`config.mk`:
```
export PLATFORM = sky130hd
export DESIGN_NAME = costas_loop_filter
export DESIGN_NICKNAME = d
export VERILOG_FILES = /design/src/rtl/costas_pkg.sv /design/src/rtl/costas_lock_detect.sv /design/src/rtl/costas_loop_filter.sv
export SDC_FILE = /design/constraint.sdc
export NUM_CORES = 1
export LEC_CHECK = 0
export ABC_CLOCK_PERIOD_IN_PS = 11100
export CORE_UTILIZATION = 25
export DETAILED_ROUTE_END_ITERATION = 6
export PLACE_DENSITY = 0.39
export SYNTH_ARGS = -nofsm -noshare
export SYNTH_HDL_FRONTEND = slang
export SYNTH_HIERARCHICAL = 1
export SYNTH_SLANG_ARGS = --single-unit
```
`constraint.sdc`:
```
create_clock -name clk -period 11.1 [get_ports clk]
set_input_delay 1.665 -clock clk [delete_from_list [all_inputs] [get_ports clk]]
set_output_delay 1.665 -clock clk [all_outputs]
set_load 0.02 [all_outputs]
```
`src/rtl/costas_pkg.sv`:
```
// Shared types, constants and helpers for the Costas loop filter.
package costas_pkg;

    // Phase detector selection.
    localparam logic ModeBpsk = 1'b0;
    localparam logic ModeQpsk = 1'b1;

    // Lock detector state encoding.
    typedef enum logic {
        LockAcquire = 1'b0,
        LockTrack   = 1'b1
    } lock_state_e;

    // The detector error needs one bit more than the samples so that
    // negating the most negative sample cannot wrap.
    function automatic int unsigned err_width(input int unsigned width);
        return width + 1;
    endfunction

    // Clamp a sign-extended value to the signed range of a width-bit word.
    function automatic logic signed [63:0] sat_to_width(input logic signed [63:0] x,
                                                        input int unsigned       width);
        logic signed [63:0] hi;
        logic signed [63:0] lo;
        hi = (64'sd1 <<< (width - 1)) - 64'sd1;
        lo = -(64'sd1 <<< (width - 1));
        if (x > hi) begin
            return hi;
        end else if (x < lo) begin
            return lo;
        end
        return x;
    endfunction

endpackage

```
`src/rtl/costas_lock_detect.sv`:
```
// Lock detector: counts consecutive in/out-of-threshold error magnitudes.
module costas_lock_detect
    import costas_pkg::*;
#(
    parameter int unsigned WIDTH        = 16,
    parameter int unsigned ERR_W        = 17,
    parameter int unsigned LOCK_COUNT   = 16,
    parameter int unsigned UNLOCK_COUNT = 8
) (
    input  logic             clk,
    input  logic             rst,
    input  logic             valid,
    input  logic [ERR_W-1:0] err_mag,
    input  logic [WIDTH-1:0] lock_thresh,
    output logic             locked
);

    localparam int unsigned CNT_MAX = (LOCK_COUNT > UNLOCK_COUNT) ? LOCK_COUNT : UNLOCK_COUNT;
    localparam int unsigned CNT_W   = $clog2(CNT_MAX + 1);
    localparam logic [CNT_W-1:0] CntMax      = CNT_W'(CNT_MAX);
    localparam logic [CNT_W-1:0] LockTarget  = CNT_W'(LOCK_COUNT);
    localparam logic [CNT_W-1:0] UnlockTarget = CNT_W'(UNLOCK_COUNT);

    lock_state_e      state_q;
    logic [CNT_W-1:0] cnt_q;
    logic [CNT_W-1:0] cnt_inc;
    logic             good;

    // Threshold compare and saturating counter increment.
    always_comb begin
        good    = err_mag < {{(ERR_W - WIDTH){1'b0}}, lock_thresh};
        cnt_inc = (cnt_q == CntMax) ? cnt_q : cnt_q + 1'b1;
    end

    // Lock FSM with registered lock flag, advanced once per valid error.
    always_ff @(posedge clk or posedge rst) begin
        if (rst) begin
            state_q <= LockAcquire;
            cnt_q   <= '0;
            locked  <= 1'b0;
        end else if (valid) begin
            unique case (state_q)
                LockAcquire: begin
                    if (!good) begin
                        cnt_q <= '0;
                    end else if (cnt_inc == LockTarget) begin
                        state_q <= LockTrack;
                        cnt_q   <= '0;
                        locked  <= 1'b1;
                    end else begin
                        cnt_q <= cnt_inc;
                    end
                end
                LockTrack: begin
                    if (good) begin
                        cnt_q <= '0;
                    end else if (cnt_inc == UnlockTarget) begin
                        state_q <= LockAcquire;
                        cnt_q   <= '0;
                        locked  <= 1'b0;
                    end else begin
                        cnt_q <= cnt_inc;
                    end
                end
            endcase
        end
    end

endmodule

```
`src/rtl/costas_loop_filter.sv`:
```
// Costas phase detector followed by a saturating PI loop filter and lock detector.
module costas_loop_filter
    import costas_pkg::*;
#(
    parameter int unsigned WIDTH        = 16,
    parameter int unsigned ACC_W        = 24,
    parameter int unsigned LOCK_COUNT   = 16,
    parameter int unsigned UNLOCK_COUNT = 8
) (
    input  logic                    clk,
    input  logic                    rst,
    input  logic                    MODE,
    input  logic [3:0]              KP_SHIFT,
    input  logic [3:0]              KI_SHIFT,
    input  logic [WIDTH-1:0]        LOCK_THRESH,
    input  logic                    clear,
    input  logic signed [WIDTH-1:0] iq_tdata_i,
    input  logic signed [WIDTH-1:0] iq_tdata_q,
    input  logic                    iq_tvalid,
    output logic signed [WIDTH-1:0] feedback_tdata,
    output logic                    feedback_tvalid,
    output logic                    locked
);

    localparam int unsigned ERR_W  = err_width(WIDTH);
    localparam int unsigned SUM_W  = ACC_W + 1;
    localparam int unsigned FRAC_W = ACC_W - WIDTH;

    logic signed [ERR_W-1:0] i_ext, q_ext, term_q, term_i, err_d;
    logic signed [ERR_W-1:0] err_q;
    logic                    valid1_q;

    logic signed [ERR_W-1:0] ki_term, p_d, p_q;
    logic [ERR_W-1:0]        err_mag_d, err_mag_q;
    logic signed [SUM_W-1:0] integ_sum;
    logic signed [63:0]      integ_sat;
    logic signed [ACC_W-1:0] integ_d, integ_q;
    logic                    valid2_q;

    logic signed [ACC_W-1:0] integ_scaled;
    logic signed [SUM_W-1:0] fb_sum;
    logic signed [63:0]      fb_sat;

    logic unused_sat_bits;
    assign unused_sat_bits = ^{integ_sat[63:ACC_W], fb_sat[63:WIDTH]};

    // Stage 1: sign-multiply detector, computed at ERR_W so negation never wraps.
    always_comb begin
        i_ext  = {iq_tdata_i[WIDTH-1], iq_tdata_i};
        q_ext  = {iq_tdata_q[WIDTH-1], iq_tdata_q};
        term_q = i_ext[ERR_W-1] ? -q_ext : q_ext;
        term_i = q_ext[ERR_W-1] ? -i_ext : i_ext;
        err_d  = (MODE == ModeQpsk) ? term_q - term_i : term_q;
    end

    // Stage 1 register.
    always_ff @(posedge clk or posedge rst) begin
        if (rst) begin
            err_q    <= '0;
            valid1_q <= 1'b0;
        end else begin
            valid1_q <= iq_tvalid;
            if (iq_tvalid) begin
                err_q <= err_d;
            end
        end
    end

    // Stage 2: integrator update with saturation; clear wins over an update.
    always_comb begin
        ki_term   = err_q >>> KI_SHIFT;
        p_d       = err_q >>> KP_SHIFT;
        err_mag_d = err_q[ERR_W-1] ? -err_q : err_q;
        integ_sum = {integ_q[ACC_W-1], integ_q} + {{FRAC_W{ki_term[ERR_W-1]}}, ki_term};
        integ_sat = sat_to_width({{(64 - SUM_W){integ_sum[SUM_W-1]}}, integ_sum}, ACC_W);
        integ_d   = integ_q;
        if (clear) begin
            integ_d = '0;
        end else if (valid1_q) begin
            integ_d = integ_sat[ACC_W-1:0];
        end
    end

    // Stage 2 register.
    always_ff @(posedge clk or posedge rst) begin
        if (rst) begin
            integ_q   <= '0;
            p_q       <= '0;
            err_mag_q <= '0;
            valid2_q  <= 1'b0;
        end else begin
            integ_q  <= integ_d;
            valid2_q <= valid1_q;
            if (valid1_q) begin
                p_q       <= p_d;
                err_mag_q <= err_mag_d;
            end
        end
    end

    // Stage 3: proportional plus scaled integrator, clamped to the output width.
    always_comb begin
        integ_scaled = integ_q >>> FRAC_W;
        fb_sum = {{(SUM_W - ERR_W){p_q[ERR_W-1]}}, p_q}
               + {integ_scaled[ACC_W-1], integ_scaled};
        fb_sat = sat_to_width({{(64 - SUM_W){fb_sum[SUM_W-1]}}, fb_sum}, WIDTH);
    end

    // Stage 3 register: output word holds between strobes.
    always_ff @(posedge clk or posedge rst) begin
        if (rst) begin
            feedback_tdata  <= '0;
            feedback_tvalid <= 1'b0;
        end else begin
            feedback_tvalid <= valid2_q;
            if (valid2_q) begin
                feedback_tdata <= fb_sat[WIDTH-1:0];
            end
        end
    end

    costas_lock_detect #(
        .WIDTH        (WIDTH),
        .ERR_W        (ERR_W),
        .LOCK_COUNT   (LOCK_COUNT),
        .UNLOCK_COUNT (UNLOCK_COUNT)
    ) u_lock_detect (
        .clk         (clk),
        .rst         (rst),
        .valid       (valid2_q),
        .err_mag     (err_mag_q),
        .lock_thresh (LOCK_THRESH),
        .locked      (locked)
    );

endmodule

```
# Yosys cells after proc, flatten, opt, wreduce, memory -nomap -nowiden
# Cells that the tools add are included.
dict set report op_classes {
  n_addsub 7
  magnitude_cmp 5
  n_eq_ne 7
  shift 2
  muxes 32
  bitwise_logic 1
  reduce_logical 2
}
# op n
set op_table {}
lappend op_table {{2-to-1 mux 24 bit} 5}
lappend op_table {{2-to-1 mux 17 bit} 4}
lappend op_table {{2-to-1 mux 16 bit} 3}
lappend op_table {{negator 16 -> 17 bit} 2}
lappend op_table {{>>> shifter 17 x 4 -> 17 bit} 2}
lappend op_table {{adder 24 x 17 -> 25 bit} 1}
lappend op_table {{greater-than comparator 25 x 24 -> 1 bit, second input constant} 1}
lappend op_table {{< comparator 25 x 24 -> 1 bit, second input constant} 1}
lappend op_table {{2-to-1 mux 5 bit} 5}
lappend op_table {{adder 17 x 16 -> 18 bit} 1}
lappend op_table {{greater-than comparator 18 x 16 -> 1 bit, second input constant} 1}
lappend op_table {{< comparator 18 x 16 -> 1 bit, second input constant} 1}
lappend op_table {{< comparator 17 x 16 -> 1 bit} 1}
lappend op_table {{negator 17 bit} 1}
lappend op_table {{subtractor 17 bit} 1}
lappend op_table {{2-to-1 mux 1 bit} 12}
lappend op_table {{== test 5 bit, second input constant} 2}
lappend op_table {{one-hot mux 5 bit (2 select lines)} 1}
lappend op_table {{adder 5 x 1 -> 5 bit, second input constant} 1}
lappend op_table {{== test 5 x 4 -> 1 bit, second input constant} 1}
lappend op_table {{AND reduction 5 bit} 1}
lappend op_table {{!= test 2 x 1 -> 1 bit, second input constant} 2}
lappend op_table {{!= test 2 bit, second input constant} 2}
lappend op_table {{one-hot mux 1 bit (2 select lines)} 2}
lappend op_table {{other kinds (2)} 2}
dict set report totals {
  ff_bits 101
  inputBits 61
  output_inout_bits 18
  elab_cells 67
}

# Longest topological paths before layout
# Gate-level depths: netlist of the first run.
dict set report logic_depth {
  word_depth 8
  mapped_depth 18
}

# Modules after synthesis
# Netlist of the first run, hierarchy kept.
# module n_inst cells_per_inst area_per_inst_um2 seq_area_each_um2
set modules_own_cells {}
lappend modules_own_cells {costas_loop_filter 1 1062 8770.9 2352.3}
lappend modules_own_cells {costas_lock_detect 1 122 1022.2 175.2}

# Worst setup path before layout of the first run
# No wires, ideal clock.
dict set report synth_path {
  kind {input -> register}
  startpoint {input KI_SHIFT[1]}
  endpoint {register integ_q[22]}
  setup_ns 0.135
  arrival_time_ns 5.414
  required_ns 10.965
  path_slack_ns 5.552
  path_stages 17
  path_cell_list {buf_1 clkbuf_1 mux4_2 mux2_2 nand2_1 o21ai_0 ha_1 fa_1 a211oi_1 o21ai_1 o21ai_1 a211o_1 o21a_1 o41ai_2 xnor2_1 buf_2 o211ai_1}
}
dict set report synth_between {
  elab_chain_len 8
  word_cells_on_any_way 10
  classes_between {1 x add/sub; 2 x order compare; 1 x shift; 6 x mux}
}
# item line
set synth_rtl {}
lappend synth_rtl {{from (decl)} costas_loop_filter.sv:14} ;# input logic [3:0] KI_SHIFT,
lappend synth_rtl {{>>> shifter 17 x 4 -> 17 bit (*)} costas_loop_filter.sv:71} ;# ki_term = err_q >>> KI_SHIFT;
lappend synth_rtl {{adder 24 x 17 -> 25 bit (*)} costas_loop_filter.sv:74} ;# integ_sum = {integ_q[ACC_W-1], integ_q} + {{FRAC_W{ki_term[ERR_W-1]}}, ki_term};
lappend synth_rtl {{< comparator 25 x 24 -> 1 bit} costas_pkg.sv:29} ;# end else if (x < lo) begin
lappend synth_rtl {{2-to-1 mux 1 bit} costas_pkg.sv:29}
lappend synth_rtl {{2-to-1 mux 1 bit} costas_pkg.sv:27} ;# if (x > hi) begin
lappend synth_rtl {{2-to-1 mux 24 bit (*)} costas_pkg.sv:32} ;# return x;
lappend synth_rtl {{2-to-1 mux 24 bit (*)} costas_loop_filter.sv:79} ;# end else if (valid1_q) begin
lappend synth_rtl {{2-to-1 mux 24 bit (*)} costas_loop_filter.sv:77} ;# if (clear) begin
lappend synth_rtl {{to (signal assigned)} costas_loop_filter.sv:92} ;# integ_q <= integ_d;
lappend synth_rtl {{to (decl)} costas_loop_filter.sv:37} ;# logic signed [ACC_W-1:0] integ_d, integ_q;
# Mark *: on every way between the ends. The rest lies on a longest branch, timed or not. The select of a mux whose other input is x is not followed.
# A chain may end at the register's enable or synchronous reset.

# Final worst setup path of the first run
dict set report layout_path {
  startpoint {input KI_SHIFT[0]}
  endpoint {register integ_q[16]}
}
# Same word-level chain as after synthesis.

==> results of run 1 <==
[critical path, cell delays in order]
cell and delay, ns:
clkdlybuf4s50_1 1.07, mux4_2 0.65, mux4_2 0.50, ha_1 0.38, o21ai_0 0.12, o21ai_0 0.27
nand2_1 0.17, o31ai_2 0.33, a311o_1 0.34, mux2i_2 0.96, nor2_1 0.08, buf_4 0.27
o211ai_1 0.20
[cells in the mapped netlist, types with 28 or more instances]
library cell	n	share of area
o211ai_1	46	0.035
ha_1	77	0.098
clkbuf_1	55	0.021
a21oi_1	89	0.045
dfrtp_1	101	0.26
o21ai_0	91	0.047
xnor2_1	50	0.045
nor2_1	94	0.036
nand2_1	121	0.046
xor2_1	37	0.033
inv_1	73	0.028
mux2i_1	28	0.029
[cell type report]
type / count / area [sq um] / area share
multi-input cells: 938 / 6708 / 0.5907
flip-flops and latches: 101 / 2529 / 0.2227
repair buffers: 87 / 848.3 / 0.07471
well taps: 518 / 648.1 / 0.05708
inverters: 76 / 287.8 / 0.02534
clock buffers: 10 / 239.0 / 0.02105
clock inverters: 6 / 95.09 / 0.008375
[sequential cells by signal, indices dropped and copies added (netlist names)]
name and flops:
feedback_tvalid 1, feedback_tdata 16, u_lock_detect/state_q 1, u_lock_detect/locked 1, u_lock_detect/cnt_q 5, valid2_q 1
valid1_q 1, err_mag_q 17, p_q 17, integ_q 24, err_q 17
[cells by family (layout without fill, tap and decap cells)]
group / after synthesis / in the layout / synth area share
adders and majority gates: 80 / 80 / 0.1045
muxes: 65 / 65 / 0.08867
xor gates and xnor gates: 87 / 87 / 0.07781
DFF: 101 / 101 / 0.2581
buffers and inverters: 145 / 179 / 0.05698
and+or+nand+nor: 332 / 332 / 0.1648
AOI/OAI and AO/OA: 374 / 374 / 0.2491
[power by group]
group          internal [mW]  switching [mW]  total [mW]
clock network          0.206           0.159       0.365
registers              0.482           0.140       0.622
logic                  0.562           0.726        1.29
total                   1.25            1.02        2.27
[through the flow]
step                      instances  utilization  hold WS (ns)
after floorplan                1184            -        0.3519
after global placement         1720       0.2852        0.4937
after detailed placement       1720       0.2852        0.5067
after CTS                      1736       0.2938        0.5234
after global routing           1736       0.2938        0.5475
final                          1736       0.2938        0.5127
[how the worst min path moves through the flow]
stage / slack, ns / from / endpoint / cells past startpoint
floorplan: 0.35 / valid1_q / valid2_q / 0
global route: 0.55 / err_mag_q[0] / err_mag_q[0] / 1
finish: 0.51 / err_mag_q[0] / err_mag_q[0] / 1
CTS: 0.52 / err_mag_q[0] / err_mag_q[0] / 1
detailed placement: 0.51 / err_mag_q[0] / err_mag_q[0] / 1
global placement: 0.49 / feedback_tdata[15] / feedback_tdata[15] / 2
[per-layer routing]
| layer | vias up | share of wire | GRT usage |
|---|---|---|---|
| met1 | 4012 | 0.52 | 0.2144 |
| li1 | 4356 | - | - |
| met4 | 0 | 0.010 | 0.03053 |
| met3 | 20 | 0.028 | 0.01613 |
| met5 | - | 0 | 0 |
| met2 | 128 | 0.45 | 0.2293 |
==> results.json, run 1 <==
{
  "crit_arrival_ns": 6.98,
  "grt_max_degree": 57,
  "synth_seq_area_share": 0.2581,
  "totalWireLength_microns": 28120,
  "fmax_mhz": 149.2,
  "diodes": 0,
  "grt_pass1_wl_microns": 46250,
  "slew_headroom": 0.2335,
  "drtAntennaViolNets": 0,
  "synth_edf_count": 0,
  "cp_max_fo": 24,
  "required_ns": 11.38,
  "p_leak_nw": 4.684,
  "cts_buffers": 9,
  "dieArea_sq_um": 39970,
  "tightest_slew_ns": 1.127,
  "synth-main-ff-cell": "dfrtp_1",
  "drive_above_1_share": 0.07389,
  "ys_ff_latch": 101,
  "clk_pin_slew_ns": 0.07,
  "htree_levels": 3,
  "tns_ns": 0,
  "r2r_cells": 14,
  "area_growth_pct": 15.94,
  "drc": 0,
  "die_x_microns": 199.9,
  "antenna_found_initial": 0,
  "syn_area_sq_um": 9793,
  "fin_area_sq_um": 11350,
  "ios": 79,
  "viasPerCell": 4.906,
  "crit_start": "KI_SHIFT[0]",
  "portBuffers": 78,
  "nNetsFinal": 1354,
  "clockBufferDepth": 2,
  "startpoint_type": "input port",
  "clock_latency_ns": 0.36,
  "status": "finished clean",
  "rsz0062_at_grt": "no",
  "rows": 72,
  "power_mw": 2.275,
  "fillers": 4094,
  "grt_overflow_total": 0,
  "fin_ws_ns": 4.397,
  "finalMaxSlewViolations": 0,
  "r2r_slack_ns": 6.13,
  "first_global_vias": 8271,
  "clockRootBuffer": "clkbuf_16",
  "synthCells": 1184,
  "period_share": 0.6039,
  "holdBufCountCts": 0,
  "maxCapViolations": 0,
  "cp-end-kind": "register",
  "dpl_cell_area_sq_um": 11020,
  "place_ws_ns": 3.996,
  "hold_violations": 0,
  "cts_tree": "yes",
  "final_common_cell": "nand2_1",
  "vias": 8516,
  "avgSynthCellArea_sq_um": 8.271,
  "cts_resized": 0,
  "setup_viol": 0,
  "worstReg2RegEnd": "integ_q[16]",
  "wire_per_inst_microns": 16.20,
  "synth_cell_types": 83,
  "synth_nets": 1325,
  "rr_startpoint": "err_q[15]",
  "ys_warn_count": 6,
  "grt_util_all_layers": 0.1462,
  "peakVddDrop_mv": 0.09075,
  "period_needed_ns": 6.703,
  "post_cts_buffers": 0,
  "initial_utilization": 0.2534,
  "hold_class": "reg -> reg",
  "place_congestion": 0.8096,
  "drtPass1Iterations": 5,
  "core-area_sq_um": 38650,
  "clkSinkCount": 101,
  "async_reset_ff_frac": 1.000,
  "power.density_nw_per_um2": 200.3,
  "skew_ns": 0.008924,
  "dp_hpwl_microns": 21570,
  "crit_type": "in -> reg",
  "mostFrequentLayoutCells": "nand2_1 (121), dfrtp_1 (100), nor2_1 (94)",
  "drt_iter0_drc": 421,
  "die_h_microns": 199.9,
  "endpoint": "integ_q[16]"
}
No activity file was read; power rests on OpenSTA's default activity.
==> inputs of run 2 (changes only) <==
Settings changed: ABC_CLOCK_PERIOD_IN_PS 11100 to 5950, PLACE_DENSITY 0.39 to 0.4.
Clock period 11.1 ns to 5.95 ns, I/O delays scaled along.
==> run 2 against run 1 <==
Compared with the run above:
- critical endpoint is now integ_q[8]
- sequential cell count is the same
- sequential power grew 85%
- clock skew grew 0.0054 ns
- combinational power grew 86%
- clock power grew 75%
- largest cell class unchanged
- cell area grew 0.72%
- highest routed layer unchanged
- count of clock-buffer cells in the layout shrank 1
- wire length shrank 1.2%
==> results.json, run 2 (same netlist as run 1, synthesis figures left out) <==
{
  "status": "finished clean",
  "rsz0062_at_grt": "no",
  "antenna_found_initial": 0,
  "skew_ns": 0.01435,
  "required_ns": 6.24,
  "setup_viol": 0,
  "ios": 79,
  "period_share": 0.8939,
  "top_register": "integ_q",
  "cp-end-kind": "register",
  "slew_headroom": 0.2464,
  "mostFrequentLayoutCells": "nand2_1 (121), dfrtp_1 (100), nor2_1 (93)",
  "diodes": 0,
  "viasPerCell": 4.858,
  "post_cts_buffers": 0,
  "wire_per_inst_microns": 15.90,
  "tightest_slew_ns": 1.126,
  "htree_levels": 3,
  "whs_ns": 0.5179,
  "vias": 8492,
  "cts_tree": "yes",
  "tns_ns": 0,
  "clk_pin_slew_ns": 0.08,
  "dp_hpwl_microns": 21510,
  "rows": 72,
  "dieArea_sq_um": 39970,
  "cts_resized": 0,
  "fin_ws_ns": 0.6315,
  "die_x_microns": 199.9,
  "startpoint_type": "input port",
  "power_mw": 4.190,
  "fin_area_sq_um": 11440,
  "fillers": 4148,
  "holdBufCountCts": 0,
  "area_growth_pct": 16.78,
  "place_congestion": 0.7916,
  "core-area_sq_um": 38650,
  "place_inst": 1732,
  "drtPass1Iterations": 5,
  "die_h_microns": 199.9,
  "place_ws_ns": 0.2523,
  "cp_max_fo": 24,
  "grt_max_degree": 59,
  "peakVddDrop_mv": 0.1316,
  "clock_latency_ns": 0.37,
  "dpl_cell_area_sq_um": 11130,
  "finalNonFillerCells": 1748,
  "switchingPower_mw": 1.887,
  "nNetsFinal": 1366,
  "power_frac_seq": 0.275,
  "hold_class": "reg -> reg",
  "drtAntennaViolNets": 0,
  "clkSinkCount": 101,
  "slowest_stage": "nor4b_4",
  "grt_overflow_total": 0,
  "finalMaxSlewViolations": 0,
  "cts_buffers": 9,
  "hold_violations": 0,
  "clockBufferDepth": 2,
  "p_leak_nw": 4.744,
  "clkPwrFrac": 0.152,
  "grt_pass1_wl_microns": 45840,
  "totalWireLength_microns": 27790,
  "pwr-share-comb": 0.573,
  "final_common_cell": "nand2_1",
  "drive_above_1_share": 0.08374,
  "swShare": 0.4503,
  "drc": 0,
  "crit_arrival_ns": 5.60,
  "utilization": 0.2959,
  "regArea_sq_um": 2529,
  "r2r_slack_ns": 1.18,
  "cp_cell_sequence": "clkdlybuf4s50_1 -> buf_12 -> mux4_2 -> mux4_2 -> ha_1 -> o21ai_0 -> o21ai_1 -> o21ai_1 -> a211o_1 -> o21a_1 -> nor4b_4 -> nor2_1 -> buf_4 -> o211ai_1",
  "initial_utilization": 0.2534,
  "power.density_nw_per_um2": 366.4,
  "grt_util_all_layers": 0.1447,
  "cp_slowest_stage_delay_ns": 0.94,
  "clockRootBuffer": "clkbuf_16",
  "maxCapViolations": 0,
  "first_global_vias": 8356,
  "fmax_mhz": 188.0,
  "portBuffers": 78,
  "largest_reg_flops": 24,
  "crit_type": "in -> reg",
  "multiInputGateArea_sq_um": 6710,
  "drt_iter0_drc": 398,
  "period_needed_ns": 5.318,
  "internal_power_mw": 2.303
}
## run 2: cell count changes in the layout (fill, tap and decap cells not counted)
cell        previous run  this run
buf_12                 0         1
nor2_2                 1         2
inv_6                  0         1
nor2_1                94        93
bufinv_16              2         1
clkinv_8               0         1
clkbuf_8               1         0
buf_4                  9        20
clkinvlp_4             2         0
clkinv_2               0         2
## run 2: critical path: cells and delay by family
family          cells  cell delay (ns)
fa+ha+maj           1             0.37
simple gates        2             1.05
buf+inv             3             0.94
compound gates      6             1.30
mux                 2             1.02
## run 2: final cells by class
cell class,instances,share of cell area
Multi-Input combinational cell,938,0.5868
Sequential cell,101,0.2211
Timing Repair Buffer,99,0.08315
Tap cell,518,0.05667
Inverter,76,0.02516
Clock buffer,9,0.01969
Clock inverter,7,0.007440
## run 2: worst paths after layout
path | startpoint | endpoint | cells after the start
worst max-delay path | KI_SHIFT[0] | integ_q[8] | 14
worst min-delay path | feedback_tdata[15] | feedback_tdata[15] | 2
worst max register to register | err_q[15] | integ_q[8] | 14
worst min register to register | feedback_tdata[15] | feedback_tdata[15] | 2
max in group asynchronous | rst | integ_q[3] | 3
min in group asynchronous | rst | u_lock_detect/cnt_q[2] | 2
## run 2: power by group through the flow
stage	registers (mW)	logic, mW	clock network (mW)
after global routing	1.19	2.71	0.685
final	1.15	2.40	0.637
after detailed placement	1.17	2.41	0
after CTS	1.16	2.42	0.668
after global placement	1.17	2.42	0
after floorplan	1.10	1.79	0
## run 2: routing by layer
layer	GRT usage	share of wire	wire (microns)	vias up
li1	-	-	-	4392
met1	0.2138	0.53	14840	3978
met2	0.2242	0.43	11970	109
met3	0.01697	0.027	750	13
met4	0.03053	0.0086	239	0
met5	0	0	0	-
